File: config.mk
export PLATFORM = sky130hd
export DESIGN_NAME = uart_fifo_core
export DESIGN_NICKNAME = d
export VERILOG_FILES = /design/src/rtl/uart_fifo_core.sv
export SDC_FILE = /design/constraint.sdc
export NUM_CORES = 1
export LEC_CHECK = 0
export CAP_MARGIN = 40
export CORE_MARGIN = 1
export CORE_UTILIZATION = 29
export DETAILED_ROUTE_END_ITERATION = 6
export SYNTH_ARGS = -nofsm -noshare
export SYNTH_HDL_FRONTEND = slang
export SYNTH_SLANG_ARGS = --single-unit
File: constraint.sdc
create_clock -name clk -period 5.12 [get_ports clk]
set_input_delay 1.536 -clock clk [delete_from_list [all_inputs] [get_ports clk]]
set_output_delay 1.536 -clock clk [all_outputs]
set_load 0.02 [all_outputs]
File: src/rtl/uart_fifo_core.sv
// uart_fifo_core: UART transmitter and receiver, each with a show-ahead FIFO.
// Optional even-parity support is built when the macro UART_PARITY_EN is defined;
// without it the PARITY states, their logic and the out_Rx_PE port do not exist.
module uart_fifo_core #(
    parameter int unsigned CLK_DIV    = 10416,
    parameter int unsigned DATA_BITS  = 8,
    parameter int unsigned FIFO_DEPTH = 16
) (
    input  logic                 clk,
    input  logic                 rst,
    input  logic [DATA_BITS-1:0] in_w_data,
    input  logic                 in_valid,
    output logic                 out_ready,
    output logic                 out_BUSY,
    output logic                 out_signal,
    input  logic                 in_signal,
    input  logic                 in_RXNE_clear,
    output logic [DATA_BITS-1:0] out_word,
    output logic                 out_RXNE,
    output logic                 out_Rx_ORE,
    output logic                 out_Rx_FE,
`ifdef UART_PARITY_EN
    output logic                 out_Rx_PE,
`endif
    input  logic                 in_err_clear
);

    localparam int unsigned AW       = $clog2(FIFO_DEPTH);
    localparam logic [AW:0] PTR_ONE  = 1;
    localparam logic [15:0] DIV_M1   = 16'(CLK_DIV - 1);
    localparam logic [15:0] HALF_M1  = 16'(CLK_DIV / 2 - 1);
    localparam logic [2:0]  LAST_BIT = 3'(DATA_BITS - 1);

    localparam logic [2:0] StIdle   = 3'd0;
    localparam logic [2:0] StStart  = 3'd1;
    localparam logic [2:0] StData   = 3'd2;
    localparam logic [2:0] StParity = 3'd3;
    localparam logic [2:0] StStop   = 3'd4;

    // ---------------- TX FIFO ----------------
    logic [DATA_BITS-1:0] tx_mem_q [FIFO_DEPTH];
    logic [AW:0]          tx_wptr_q, tx_rptr_q;
    logic                 tx_empty, tx_full, tx_push, tx_pop;
    logic [DATA_BITS-1:0] tx_head;

    assign tx_empty = (tx_wptr_q == tx_rptr_q);
    assign tx_full  = (tx_wptr_q[AW] != tx_rptr_q[AW]) &&
                      (tx_wptr_q[AW-1:0] == tx_rptr_q[AW-1:0]);
    assign tx_push  = in_valid && !tx_full;
    assign tx_head  = tx_mem_q[tx_rptr_q[AW-1:0]];

    // TX FIFO storage write
    always_ff @(posedge clk) begin
        if (tx_push) tx_mem_q[tx_wptr_q[AW-1:0]] <= in_w_data;
    end

    // TX FIFO pointers
    always_ff @(posedge clk or posedge rst) begin
        if (rst) begin
            tx_wptr_q <= '0;
            tx_rptr_q <= '0;
        end else begin
            if (tx_push) tx_wptr_q <= tx_wptr_q + PTR_ONE;
            if (tx_pop)  tx_rptr_q <= tx_rptr_q + PTR_ONE;
        end
    end

    // ---------------- TX FSM ----------------
    logic [2:0]           tx_state_q, tx_state_d;
    logic [15:0]          tx_cnt_q, tx_cnt_d;
    logic [2:0]           tx_bit_q, tx_bit_d;
    logic [DATA_BITS-1:0] tx_sh_q, tx_sh_d;
    logic                 tx_tick, tx_line;
`ifdef UART_PARITY_EN
    logic                 tx_par_q;
`endif

    assign tx_tick = (tx_cnt_q == '0);

    // TX next state: each non-idle state lasts CLK_DIV cycles; a load pops the FIFO head
    always_comb begin
        tx_state_d = tx_state_q;
        tx_cnt_d   = tx_cnt_q;
        tx_bit_d   = tx_bit_q;
        tx_sh_d    = tx_sh_q;
        tx_pop     = 1'b0;
        if (tx_state_q != StIdle && !tx_tick) tx_cnt_d = tx_cnt_q - 16'd1;
        case (tx_state_q)
            StIdle: if (!tx_empty) tx_pop = 1'b1;
            StStart: if (tx_tick) begin
                tx_state_d = StData;
                tx_cnt_d   = DIV_M1;
                tx_bit_d   = '0;
            end
            StData: if (tx_tick) begin
                tx_cnt_d = DIV_M1;
                tx_sh_d  = tx_sh_q >> 1;
                if (tx_bit_q == LAST_BIT) begin
`ifdef UART_PARITY_EN
                    tx_state_d = StParity;
`else
                    tx_state_d = StStop;
`endif
                end else begin
                    tx_bit_d = tx_bit_q + 3'd1;
                end
            end
`ifdef UART_PARITY_EN
            StParity: if (tx_tick) begin
                tx_state_d = StStop;
                tx_cnt_d   = DIV_M1;
            end
`endif
            StStop: if (tx_tick) begin
                if (!tx_empty) tx_pop = 1'b1;  // back-to-back frame, no idle gap
                else           tx_state_d = StIdle;
            end
            default: tx_state_d = StIdle;
        endcase
        if (tx_pop) begin
            tx_state_d = StStart;
            tx_cnt_d   = DIV_M1;
            tx_sh_d    = tx_head;
        end
    end

    // TX state registers
    always_ff @(posedge clk or posedge rst) begin
        if (rst) begin
            tx_state_q <= StIdle;
            tx_cnt_q   <= '0;
            tx_bit_q   <= '0;
            tx_sh_q    <= '0;
        end else begin
            tx_state_q <= tx_state_d;
            tx_cnt_q   <= tx_cnt_d;
            tx_bit_q   <= tx_bit_d;
            tx_sh_q    <= tx_sh_d;
        end
    end

`ifdef UART_PARITY_EN
    // Even parity of the word captured when it is loaded
    always_ff @(posedge clk or posedge rst) begin
        if (rst)         tx_par_q <= 1'b0;
        else if (tx_pop) tx_par_q <= ^tx_head;
    end
`endif

    // TX line level per state
    always_comb begin
        tx_line = 1'b1;
        case (tx_state_q)
            StStart:  tx_line = 1'b0;
            StData:   tx_line = tx_sh_q[0];
`ifdef UART_PARITY_EN
            StParity: tx_line = tx_par_q;
`endif
            default:  tx_line = 1'b1;
        endcase
    end

    assign out_signal = tx_line;
    assign out_ready  = !tx_full;
    assign out_BUSY   = !tx_empty || (tx_state_q != StIdle);

    // ---------------- RX front end ----------------
    logic [1:0] rx_sync_q;
    logic       rx_prev_q, rx_s;

    assign rx_s = rx_sync_q[1];

    // Two-flop synchroniser plus previous value for falling-edge detection
    always_ff @(posedge clk or posedge rst) begin
        if (rst) begin
            rx_sync_q <= 2'b11;
            rx_prev_q <= 1'b1;
        end else begin
            rx_sync_q <= {rx_sync_q[0], in_signal};
            rx_prev_q <= rx_s;
        end
    end

    // ---------------- RX FSM ----------------
    logic [2:0]           rx_state_q, rx_state_d;
    logic [15:0]          rx_cnt_q, rx_cnt_d;
    logic [2:0]           rx_bit_q, rx_bit_d;
    logic [DATA_BITS-1:0] rx_sh_q, rx_sh_d;
    logic                 rx_tick, rx_push, fe_set, pe_set;

    assign rx_tick = (rx_cnt_q == '0);

    // RX next state: first sample half a bit after the start edge, then every bit period
    always_comb begin
        rx_state_d = rx_state_q;
        rx_cnt_d   = rx_cnt_q;
        rx_bit_d   = rx_bit_q;
        rx_sh_d    = rx_sh_q;
        rx_push    = 1'b0;
        fe_set     = 1'b0;
        pe_set     = 1'b0;
        if (rx_state_q != StIdle && !rx_tick) rx_cnt_d = rx_cnt_q - 16'd1;
        case (rx_state_q)
            StIdle: if (rx_prev_q && !rx_s) begin
                rx_state_d = StStart;
                rx_cnt_d   = HALF_M1;
            end
            StStart: if (rx_tick) begin
                if (rx_s) begin
                    rx_state_d = StIdle;  // glitch
                end else begin
                    rx_state_d = StData;
                    rx_cnt_d   = DIV_M1;
                    rx_bit_d   = '0;
                end
            end
            StData: if (rx_tick) begin
                rx_cnt_d = DIV_M1;
                rx_sh_d  = {rx_s, rx_sh_q[DATA_BITS-1:1]};
                if (rx_bit_q == LAST_BIT) begin
`ifdef UART_PARITY_EN
                    rx_state_d = StParity;
`else
                    rx_state_d = StStop;
`endif
                end else begin
                    rx_bit_d = rx_bit_q + 3'd1;
                end
            end
`ifdef UART_PARITY_EN
            StParity: if (rx_tick) begin
                if (rx_s != ^rx_sh_q) begin
                    pe_set     = 1'b1;
                    rx_state_d = StIdle;
                end else begin
                    rx_state_d = StStop;
                    rx_cnt_d   = DIV_M1;
                end
            end
`endif
            StStop: if (rx_tick) begin
                rx_state_d = StIdle;
                if (rx_s) rx_push = 1'b1;
                else      fe_set  = 1'b1;
            end
            default: rx_state_d = StIdle;
        endcase
    end

    // RX state registers
    always_ff @(posedge clk or posedge rst) begin
        if (rst) begin
            rx_state_q <= StIdle;
            rx_cnt_q   <= '0;
            rx_bit_q   <= '0;
            rx_sh_q    <= '0;
        end else begin
            rx_state_q <= rx_state_d;
            rx_cnt_q   <= rx_cnt_d;
            rx_bit_q   <= rx_bit_d;
            rx_sh_q    <= rx_sh_d;
        end
    end

    // ---------------- RX FIFO ----------------
    logic [DATA_BITS-1:0] rx_mem_q [FIFO_DEPTH];
    logic [AW:0]          rx_wptr_q, rx_rptr_q;
    logic                 rx_empty, rx_full, rx_pop, rx_wr, ore_set;

    assign rx_empty = (rx_wptr_q == rx_rptr_q);
    assign rx_full  = (rx_wptr_q[AW] != rx_rptr_q[AW]) &&
                      (rx_wptr_q[AW-1:0] == rx_rptr_q[AW-1:0]);
    assign rx_pop   = in_RXNE_clear && !rx_empty;
    // A simultaneous pop frees the slot, so a push to a full FIFO still lands
    assign rx_wr    = rx_push && (!rx_full || rx_pop);
    assign ore_set  = rx_push && rx_full && !rx_pop;

    // RX FIFO storage write
    always_ff @(posedge clk) begin
        if (rx_wr) rx_mem_q[rx_wptr_q[AW-1:0]] <= rx_sh_q;
    end

    // RX FIFO pointers
    always_ff @(posedge clk or posedge rst) begin
        if (rst) begin
            rx_wptr_q <= '0;
            rx_rptr_q <= '0;
        end else begin
            if (rx_wr)  rx_wptr_q <= rx_wptr_q + PTR_ONE;
            if (rx_pop) rx_rptr_q <= rx_rptr_q + PTR_ONE;
        end
    end

    assign out_word = rx_mem_q[rx_rptr_q[AW-1:0]];
    assign out_RXNE = !rx_empty;

    // Sticky error flags: a set in the same cycle as a clear wins
    logic ore_q, fe_q;
    always_ff @(posedge clk or posedge rst) begin
        if (rst) begin
            ore_q <= 1'b0;
            fe_q  <= 1'b0;
        end else begin
            if (ore_set)           ore_q <= 1'b1;
            else if (in_err_clear) ore_q <= 1'b0;
            if (fe_set)            fe_q  <= 1'b1;
            else if (in_err_clear) fe_q  <= 1'b0;
        end
    end

    assign out_Rx_ORE = ore_q;
    assign out_Rx_FE  = fe_q;

`ifdef UART_PARITY_EN
    logic pe_q;
    // Sticky parity-error flag
    always_ff @(posedge clk or posedge rst) begin
        if (rst)               pe_q <= 1'b0;
        else if (pe_set)       pe_q <= 1'b1;
        else if (in_err_clear) pe_q <= 1'b0;
    end
    assign out_Rx_PE = pe_q;
`else
    logic unused_pe;
    assign unused_pe = pe_set;
`endif

endmodule

-- After elaboration in Yosys (flattened, before gate mapping)
Memory sizes are Yosys's and may differ from the RTL's.
Index checks and enable logic that the tools add are counted.
- bits in latches: 0
- output and inout bits: 14
- logic and storage cells: 148
- memories kept: 2
- input port bits: 14
- register bits after elaboration: 85
- ROM bits: 0
- bits in writable memories: 256
- memory list (name ; words ; width ; rd ports ; clocked after memory_dff ; write ports ; RTL line ; source):
    rx_mem_q ; 16 ; 8 ; 1 ; 0 ; 1 ; 266 ; logic [DATA_BITS-1:0] rx_mem_q [FIFO_DEPTH];
    tx_mem_q ; 16 ; 8 ; 1 ; 0 ; 1 ; 41 ; logic [DATA_BITS-1:0] tx_mem_q [FIFO_DEPTH];
- mux-type cells: 53
- add/subtract/negate cells: 8
- shifts and indexed selects: 0
- $lt $le $gt $ge: 0
- bitwise gates (word level): 0
- equality and inequality tests: 30
- div/mod/pow operators: 0
- reduce and logical (&&, ||, !) cells: 39
- multiply operators: 0
- operators with widths (kind ; number):
    16-bit two-way mux ; 9
    3-bit two-way mux ; 18
    16-bit case mux with 3 select lines ; 1
    16-bit zero test ; 2
    16-bit by 1-bit subtractor with 16-bit output (second input constant) ; 2
    8-bit two-way mux ; 3
    3-bit case mux with 4 select lines ; 2
    2-bit != test (second input constant) ; 11
    5-bit by 1-bit adder with 5-bit output (second input constant) ; 4
    1-bit two-way mux ; 15
    3-bit != test (second input constant) ; 5
    3-bit == test (second input constant) ; 4
    3-bit case mux with 2 select lines ; 2
    2-bit nonzero test ; 6
    5-bit == test ; 2
    1-bit logical AND ; 10
    5-bit AND reduction ; 2
    4-bit == test ; 2
    1-bit zero test ; 8
    3-bit by 1-bit adder with 3-bit output (second input constant) ; 2
    3-bit by 1-bit == test with 1-bit output (second input constant) ; 2
    3-bit by 2-bit == test with 1-bit output (second input constant) ; 2
    3-bit zero test ; 2
    6-bit AND reduction ; 1
    8 further kinds ; 13

-- Longest topological paths before layout
- word-level depth: 7
- mapped depth: 9
- gate-level depth less buffers: 7

-- Least setup slack after synthesis
OpenSTA, ideal clock, no wires.
- kind: reg2out
- start: reg rx_rptr_q[0]
- end: out out_word[0]
- required time: 3.584 ns
- path slack: 1.684 ns
- buffers on the path: 2
- stages on the path, launching flop included: 5
- data arrival time: 1.900 ns
- cells stage by stage: dfrtp_1 -> buf_2 -> buf_2 -> mux4_2 -> mux4_2
- cells in the longest elaborated chain, start to end: 1
- RTL lines (what ; RTL line ; source):
    from (decl) ; 267 ; logic [AW:0] rx_wptr_q, rx_rptr_q;
    from (signal assigned) ; 290 ; if (rx_pop) rx_rptr_q <= rx_rptr_q + PTR_ONE;
    memory read 16 x 8 bit ; - ;
    to (decl) ; 18 ; output logic [DATA_BITS-1:0] out_word,
Every way passes these cells.

-- Final worst setup path
- start: reg rx_rptr_q[0]
- end: out out_word[7]
The elaborated chain is that of the path after synthesis.

==> qor.yml <==
flow_run:
  cap_violations: 0
cts:
  cts.sinks: 341
  root_buffer: "clkbuf_16"
  cts_setup_buffers: 0
  clk_latency_ps: 530
  ctsHoldBuffers: 0
  ctsHtreeMaxLevel: 2
  clk_pin_slew_ps: 60
  numCtsBuffers: 36
  cts-resized-gates: 0
  cts_tree: "yes"
  cts_buffer_depth: 3
synthesis:
  synth_compound_area_frac: 0.0302
  synth_seq_cells: 341
  synth_common_cells: "256 x edfxtp_1, 82 x dfrtp_1, 72 x mux4_2, 45 x nand2_1, 40 x nor2_1"
  yosysTopAreaCell: "edfxtp_1"
  ys_warn_count: 0
  syn_area_per_cell_um2: 16.8
  synthTopCellsByArea: "edfxtp_1 54%, dfrtp_1 14%, mux4_2 11%, xnor2_1 1.7%, xor2_1 1.7%"
  synth_xor_area_frac: 0.0345
  ys_types: 61
  synth_most_common_cell: "edfxtp_1"
  yosysSeqAreaShare: 0.690
  synth_cells: 844
  ys.flop_type: "edfxtp_1"
  synth_fa_ha_area_frac: 0.0150
  synth_nets: 875
  yosysTopAreaCellShare: 0.541
  syn_area_mm2: 0.0142
  synth_mux_area_frac: 0.126
  synth_edf_count: 256
  yosys.area_share.simple: 0.0886
  synth_top_family_by_area: "multiplexers"
  synthArstFlopShare: 0.249
global_route:
  grt_use_total: 0.113
  grt_max_degree: 44
  antenna_found_initial: 0
  grt_remaining_overflow: 0
  grt_pass1_wl_mm: 43.8
  grt_pass1_vias: 7629
setup_path:
  startpoint: "rx_rptr_q[0]"
  cp_data_required_time_ps: 3580
  crit_type: "flop to output pin"
  endpoint_kind: "output pin"
  startpoint_type: "flop"
  crit_arrival_ps: 3030
  worstPathMaxFanout: 24
  reg2reg_from: "rx_cnt_q[0]"
timing:
  drv_slew: 0
  slew_headroom: 0.385
  skew_ps: 16.0
  rsz0062_at_grt: "false"
  fin_crit_ps: 4570
  max_freq_mhz: 219
  fin_crit_sh: 0.893
  worst-slew-pin-transition_ps: 915
  finalHoldViolations: 0
  setup_viol: 0
  setup_tns_ps: 0
route:
  vias: 7286
  totalWireLength_mm: 27.4
  wl_per_cell_um: 18.0
  drtPass1Iterations: 4
  first_iter_violations: 416
  viasPerCell: 4.77
  ant_nets: 0
  drc: 0
pwr:
  power.density_mw_per_mm2: 454
  power_leakage_nw: 5.59
  clkPwrFrac: 0.328
  swShare: 0.280
  ir_drop_mv: 0.253
  pwr-share-comb: 0.200
  switchingPower_mw: 2.08
  power_frac_seq: 0.472
  p_int_mw: 5.35
place:
  dpl.hpwl_mm: 17.8
  gp_congestion: 0.750
  place_area_mm2: 0.0152
  port_buffers: 27
status:
  status: "completed"
die:
  die_y_um: 223
  start_util: 0.296
  pin_count: 28
  dieArea_mm2: 0.0499
  rows: 80
  core_mm2: 0.0480
  die_x_um: 223
cells_and_area:
  final_cell_area_mm2: 0.0163
  antennaDiodeCount: 0
  drive_above_1_share: 0.189
  nets: 919
  area_growth_syn_to_layout_pct: 14.9
min_path:
  hp-class: "flop to flop"
  hp-start: "rx_sync_q[0]"
[power by group through the flow]
stage | Sequential, mW | Combinational (mW) | Clock [mW]
finish | 3.50 | 1.49 | 2.44
global placement | 3.55 | 1.49 | 0
floorplan | 3.42 | 1.24 | 0
CTS | 3.51 | 1.52 | 2.50
detailed placement | 3.56 | 1.51 | 0
global route | 3.54 | 1.64 | 2.60
[layout by cell type (no fill, tap or decap), types with 13 or more instances in the layout]
cell	netlist	routed
xor2_1	28	28
xnor2_1	28	28
clkdlybuf4s50_1	0	27
nor2_1	40	40
dfrtp_1	82	80
nand3_1	17	17
a22oi_1	13	13
clkbuf_16	0	38
o21ai_0	13	13
nand4_1	20	20
and3_1	20	20
nor3_1	20	20
buf_4	1	19
nand2_1	45	45
ha_1	17	17
edfxtp_1	256	256
mux4_2	72	72
[registers in the layout, indices dropped and copies added (netlist names)]
name        cells
rx_mem_q      128
tx_mem_q      128
rx_cnt_q       16
tx_cnt_q       16
rx_sh_q         8
tx_sh_q         8
rx_rptr_q       5
rx_wptr_q       5
tx_rptr_q       5
tx_wptr_q       5
rx_bit_q        3
rx_state_q      3
tx_bit_q        3
tx_state_q      3
rx_sync_q       2
out_Rx_FE       1
out_Rx_ORE      1
rx_prev_q       1
[per-layer routing]
layer,vias to the layer above,track usage,share of wire
met5,-,0,0
li1,3403,-,-
met2,134,0.185,0.48
met3,42,0.0220,0.043
met4,0,0.0294,0.019
met1,3707,0.152,0.46
[critical path: stages (launching register included)]
cell and delay (ps):
dfrtp_2 620, buf_12 270, mux4_2 530, mux4_2 510, clkdlybuf4s50_1 550
[through the flow]
step                setup WS [ps]  total power, mW   util  hold slack [ps]  instances
finish                        549             7.42  0.340              356       1526
global route                  404             7.79  0.340              363       1526
floorplan                    1400             4.66      -              345        844
CTS                           493             7.52  0.340              357       1525
detailed placement           1070             5.07  0.317              349       1464
global placement             1090             5.04  0.317              348       1462
[layout make-up]
type,instances,area (um^2)
clock buffers,49,992
inverters,12,46.3
repair buffers,47,433
multi-input cells,450,4180
clock inverters,12,95.1
flip-flops and latches,341,9820
well taps,615,769
fillers,4594,31700
[cells by family (layout without fill, tap and decap cells)]
logic type	after synthesis	count (layout)
mux	87	87
xor+xnor	56	56
fa+ha+maj	17	17
flops	341	341
buf+inv	53	120
compound gates	63	63
simple gates	227	227
[worst paths after layout]
check | slack [ps] | end | depth (start not counted)
setup reg to reg | 1740 | rx_mem_q[4][7] | 7
hold / removal | 360 | rx_sync_q[1] | 0
setup / recovery | 550 | out_word[7] | 4
hold reg to reg | 360 | rx_sync_q[1] | 0
min in group asynchronous | 1480 | out_Rx_FE | 2
max in group asynchronous | 2820 | tx_wptr_q[0] | 3
Power figures use the tool's default switching activity.
